--- src/rtl/args_plus_arb.sv ---
// args_plus_arb: round-robin scheduler sharing one pipelined N-input adder
// tree among R requesters. Requester IDs ride a tag pipeline matched to the
// tree latency, and results drain through a credit-protected output FIFO, so
// downstream back-pressure never drops a sum.
//
// Ports:
//   clk, rst          clock, asynchronous active-high reset
//   req_valid[R]      per-requester request valid
//   req_data[R*W*N]   requester i at [i*W*N +: W*N], argument k at [k*W +: W]
//   req_ready[R]      combinational grant (one-hot or zero)
//   out_valid         FIFO head holds a result
//   out_ready         consumer accepts the head
//   out_sum[W+WP]     unsigned sum of the N arguments
//   out_id[IW]        originating requester index
//   busy              any tag in flight or FIFO non-empty
module args_plus_arb #(
    parameter int unsigned W = 10,
    parameter int unsigned N = 9,
    parameter int unsigned R = 4
) (
    input  logic                        clk,
    input  logic                        rst,
    input  logic [R-1:0]                req_valid,
    input  logic [R*W*N-1:0]            req_data,
    output logic [R-1:0]                req_ready,
    output logic                        out_valid,
    input  logic                        out_ready,
    output logic [W+$clog2(N)-1:0]      out_sum,
    output logic [$clog2(R)-1:0]        out_id,
    output logic                        busy
);

    localparam int unsigned WP  = $clog2(N);
    localparam int unsigned LAT = WP + 1;
    localparam int unsigned D   = LAT + 2;
    localparam int unsigned IW  = $clog2(R);
    localparam int unsigned SW  = W + WP;
    localparam int unsigned NP  = 1 << WP;
    localparam int unsigned CW  = $clog2(D + 1);
    localparam int unsigned PW  = $clog2(D);

    // Arbiter / credit state
    logic [IW-1:0]          last_q, last_d;
    logic [CW-1:0]          cnt_q, cnt_d;
    logic                   busy_q, busy_d;

    // Tag pipeline: valids are reset, ids are not
    logic [LAT-1:0]           tag_vld_q, tag_vld_d;
    logic [LAT-1:0][IW-1:0]   tag_id_q, tag_id_d;

    // Adder tree stored as a heap: node i sums nodes 2i and 2i+1, leaves at NP..2NP-1
    logic [SW-1:0]          tree_q [2*NP-1:1];
    logic [SW-1:0]          tree_d [2*NP-1:1];

    // Output FIFO
    logic [SW-1:0]          fifo_sum_q [D];
    logic [IW-1:0]          fifo_id_q  [D];
    logic [PW-1:0]          rd_ptr_q, rd_ptr_d;
    logic [PW-1:0]          wr_ptr_q, wr_ptr_d;
    logic [CW-1:0]          occ_q, occ_d;
    logic                   out_valid_q, out_valid_d;

    // Combinational control
    logic                   sel_vld;
    logic [IW-1:0]          sel_idx;
    int unsigned            scan_idx;
    logic [W*N-1:0]         sel_data;
    logic [NP*W-1:0]        sel_pad;
    logic                   pop;
    logic                   acc;
    logic                   wr;

    // Round-robin scan starting just after the last granted requester
    always_comb begin
        sel_vld  = 1'b0;
        sel_idx  = '0;
        scan_idx = 0;
        for (int unsigned off = 1; off <= R; off++) begin
            scan_idx = (32'(last_q) + off) % R;
            if (!sel_vld && req_valid[IW'(scan_idx)]) begin
                sel_vld = 1'b1;
                sel_idx = IW'(scan_idx);
            end
        end
    end

    // Issue control; a same-cycle pop frees a credit when the pool is full
    always_comb begin
        pop       = out_valid_q & out_ready;
        acc       = !rst && sel_vld && ((cnt_q < CW'(D)) || pop);
        req_ready = acc ? (R'(1) << sel_idx) : '0;
        wr        = tag_vld_q[LAT-1];
        sel_data  = req_data[32'(sel_idx)*(W*N) +: W*N];
        sel_pad   = (NP*W)'(sel_data);
    end

    // Tree leaves take the selected vector (zero-padded to a power of two)
    for (genvar k = 0; k < NP; k++) begin : g_leaf
        assign tree_d[NP+k] = SW'(sel_pad[k*W +: W]);
    end

    for (genvar i = 1; i < NP; i++) begin : g_node
        assign tree_d[i] = tree_q[2*i] + tree_q[2*i+1];
    end

    // Next-state for arbiter, credit, tags and FIFO bookkeeping
    always_comb begin
        last_d      = last_q;
        cnt_d       = cnt_q;
        occ_d       = occ_q;
        rd_ptr_d    = rd_ptr_q;
        wr_ptr_d    = wr_ptr_q;
        tag_vld_d   = {tag_vld_q[LAT-2:0], acc};
        tag_id_d    = {tag_id_q[LAT-2:0], sel_idx};

        if (acc) begin
            last_d = sel_idx;
        end

        case ({acc, pop})
            2'b10:   cnt_d = cnt_q + CW'(1);
            2'b01:   cnt_d = cnt_q - CW'(1);
            default: cnt_d = cnt_q;
        endcase

        case ({wr, pop})
            2'b10:   occ_d = occ_q + CW'(1);
            2'b01:   occ_d = occ_q - CW'(1);
            default: occ_d = occ_q;
        endcase

        if (wr) begin
            wr_ptr_d = (wr_ptr_q == PW'(D - 1)) ? '0 : wr_ptr_q + PW'(1);
        end
        if (pop) begin
            rd_ptr_d = (rd_ptr_q == PW'(D - 1)) ? '0 : rd_ptr_q + PW'(1);
        end

        out_valid_d = (occ_d != '0);
        busy_d      = (cnt_d != '0);
    end

    // Control state with asynchronous reset
    always_ff @(posedge clk or posedge rst) begin
        if (rst) begin
            last_q      <= IW'(R - 1);
            cnt_q       <= '0;
            occ_q       <= '0;
            rd_ptr_q    <= '0;
            wr_ptr_q    <= '0;
            tag_vld_q   <= '0;
            out_valid_q <= 1'b0;
            busy_q      <= 1'b0;
        end else begin
            last_q      <= last_d;
            cnt_q       <= cnt_d;
            occ_q       <= occ_d;
            rd_ptr_q    <= rd_ptr_d;
            wr_ptr_q    <= wr_ptr_d;
            tag_vld_q   <= tag_vld_d;
            out_valid_q <= out_valid_d;
            busy_q      <= busy_d;
        end
    end

    // Datapath: tree, tag ids and FIFO storage carry no reset
    always_ff @(posedge clk) begin
        tree_q   <= tree_d;
        tag_id_q <= tag_id_d;
        if (wr) begin
            fifo_sum_q[wr_ptr_q] <= tree_q[1];
            fifo_id_q[wr_ptr_q]  <= tag_id_q[LAT-1];
        end
    end

    assign out_valid = out_valid_q;
    assign busy      = busy_q;
    assign out_sum   = fifo_sum_q[rd_ptr_q];
    assign out_id    = fifo_id_q[rd_ptr_q];

endmodule

--- config.mk ---
export PLATFORM = sky130hd
export DESIGN_NAME = args_plus_arb
export DESIGN_NICKNAME = d
export VERILOG_FILES = /design/src/rtl/args_plus_arb.sv
export SDC_FILE = /design/constraint.sdc
export NUM_CORES = 1
export LEC_CHECK = 0
export CORE_UTILIZATION = 45
export DETAILED_ROUTE_END_ITERATION = 12
export HOLD_SLACK_MARGIN = 0.1
export PLACE_DENSITY_LB_ADDON = 0.12
export SYNTH_ARGS = -nofsm -noshare
export SYNTH_HDL_FRONTEND = slang
export SYNTH_SLANG_ARGS = --single-unit
--- constraint.sdc ---
create_clock -name clk -period 2.09 [get_ports clk]
set_input_delay 0.3135 -clock clk [delete_from_list [all_inputs] [get_ports clk]]
set_output_delay 0.3135 -clock clk [all_outputs]
set_load 0.02 [all_outputs]
==> flow_metrics.tcl <==
set metrics [dict create \
    status "complete, but fails checks" \
    violations "design-rule violations, negative setup slack" \
    top_usage_layer "met2" \
    grt_pass1_wl_mm 63.8 \
    dieArea_um2 37200 \
    ys_types 65 \
    synth_top_area_frac 0.274 \
    pin_count 389 \
    crit_type "reg -> out" \
    die_width_um 193 \
    r2r_slack_ns 0 \
    cts_sinks 358 \
    htreeDepth 2 \
    whs_ns 0.145 \
    cp-end-kind "primary output" \
    avgSynthCellArea_um2 12.3 \
    slew_violations 0 \
    start_util 0.459 \
    regToRegStartpoint "last_q[0]" \
    finalSetupViolations 20 \
    drt-wirelength-per-cell_um 19.0 \
    use_met3 0.0436 \
    grt_pass1_vias 11870 \
    dp.cells 2210 \
    leakagePower_nw 9.99 \
    place_congestion 0.849 \
    synth_edf_count 112 \
    drv_cap 0 \
    grt-ovfl-total 0 \
    async_flop_share 0.0587 \
    critPathSlowestCell "mux4_2" \
    max-vdd-ir-drop_mv 0.778 \
    die_y_um 193 \
    hold_class "in -> async" \
    r2r-end "tree_q[233]" \
    path_cells "buf_12 > buf_12 > mux4_2 > mux2_4 > buf_6" \
    crit_required_ns 1.78 \
    drive_gt1_frac 0.148 \
    crit_top_cell "buf_12" \
    antenna_found_initial 12 \
    tightest_slew_ns 0.527 \
    portBuffers 388 \
    synthCells 1336 \
    drc_errors 1 \
    rsz0062_at_grt "true" \
    fin_skew_ns 0.00924 \
    track_usage 0.228 \
    rr_worst_depth 9 \
    layout.nets 2287 \
    synth_area_um2 16400 \
    relSlewSlack 0.646 \
    cts_buffer_depth 3 \
    coreArea_um2 35700 \
    layout_worst_path_cycle_share 1.15 \
    dp_hpwl_mm 33.4 \
    power.density_nw_per_um2 1680 \
    first_pass_iters 9 \
    cts_buffers 37 \
    vias_per_cell 5.11 \
    synth_seq_cells 358 \
    vias 11872 \
    ctsHoldBuffers 0 \
    clk_pin_slew_ns 0.06 \
    clkLatencyLatePin_ns 0.52 \
    syn-num-nets 1798 \
    fin_area_um2 23500 \
    power_mw 39.4 \
    use_met2 0.427 \
    max_stage_delay_ns 0.50 \
    cp-startpoint "rd_ptr_q[0]" \
    yosysMostFrequentCell "mux2i_1" \
    arrival_ns 2.08 \
    setup_ws_ns -0.308 \
    ys.flop_type "dfxtp_1" \
    stdcell_count 2323 \
    start_kind "flop" \
    hold_viol 0 \
    fmax_mhz 417 \
    cts_tree "done" \
    wl_mm 44.1 \
    placed_area_um2 21300 \
    grt_max_degree 47 \
    min_period_ns 2.40 \
    antenna_left 0 \
    row_count 69 \
    use_met1 0.251 \
    synthToLayoutAreaGrowth_pct 43.0 \
    crit_fanout 8 \
    drtIter0Drc 536 \
    clock-root-buffer "clkbuf_16" \
    synthTopCellsByCount "mux2i_1, dfxtp_1, edfxtp_1" \
    ys_warn_count 0 \
    synth_area_leaders "dfxtp_1, edfxtp_1, mux2i_1" \
    yosysTopAreaCell "dfxtp_1" \
    seq_area_frac_synth 0.512 \
]
==> registers in the layout, summed over array words and instances, names as in the netlist <==
register and flops:
tree_q 215, out_valid 1, tag_vld_q 5, cnt_q 3
wr_ptr_q 3, busy 1, fifo_id_q 14, rd_ptr_q 3
tag_id_q 2, occ_q 3, fifo_sum_q 98, tag_id_d 8
last_q 2
==> how the worst max path moves through the flow <==
| stage | cells past startpoint | to | slack, ns |
|---|---|---|---|
| final | 5 | out_sum[6] | -0.31 |
| after floorplan | 5 | busy | -0.02 |
| after detailed placement | 7 | req_ready[1] | -0.69 |
| after global placement | 7 | req_ready[1] | -0.67 |
| after global routing | 5 | out_sum[6] | -0.37 |
| after CTS | 4 | out_sum[9] | -0.45 |
==> through the flow <==
step / TNS [ns] / setup slack [ns] / utilization
global placement: -41.68 / -0.673 / 0.596
global route: -7.47 / -0.370 / 0.656
CTS: -6.47 / -0.446 / 0.639
floorplan: -0.0236 / -0.0236 / -
detailed placement: -44.36 / -0.694 / 0.596
finish: -4.94 / -0.308 / 0.656
==> cell usage in the layout, fill, tap and decap left out, types with 11 or more instances in the layout <==
cell	count
buf_6	43
o21ai_0	42
clkbuf_16	49
buf_12	15
dfxtp_1	224
mux2_4	11
ha_1	84
nor3_1	21
nand2_1	47
o21ai_1	11
mux4_2	16
nor2b_1	19
inv_1	45
nor2_1	68
xnor2_1	47
edfxtp_1	112
xor2_1	13
and3_1	11
clkdlybuf4s50_1	364
a21o_1	19
a21oi_1	37
mux2i_1	279
dfrtp_1	18
buf_4	55
==> report_power, final <==
part | total (mW) | switching (mW) | internal, mW
registers | 12.0 | 1.37 | 10.6
logic | 20.9 | 10.1 | 10.9
clock network | 6.49 | 2.62 | 3.87
total | 39.4 | 14.1 | 25.3
==> per-layer routing <==
metal | up-vias | wire [um]
li1 | 5884 | -
met1 | 5643 | 16800
met2 | 278 | 24100
met3 | 65 | 2050
met5 | - | 13
met4 | 2 | 1200
==> cells by family after synthesis <==
logic type      synth area share
buf+inv                   0.0306
compound gates            0.0734
xor+xnor                  0.0320
mux                        0.211
fa+ha+maj                 0.0770
flops                      0.512
simple gates              0.0647
==> worst max-delay path, delay by kind of cell (launching register included) <==
family                 cells  cell delay [ns]
muxes                      2             0.78
DFF                        1             0.39
buffers and inverters      3             0.38
==> cell type report <==
type,count,area (um^2)
fill,2821,12300
sequential,358,8400
multi-input combinational,883,7770
timing repair buffer,496,5270
clock buffer,53,1080
tap,461,577
inverter,49,195
clock inverter,14,148
antenna,9,22.5
==> timing repair <==
item / CTS / global route
resized for setup: 157 / 75
setup endpoints to repair: 88 / 102
pin swaps: 15 / 10
setup buffers: 11 / 15
cloned: 3 / 12
(Power assumes the default switching activity.)
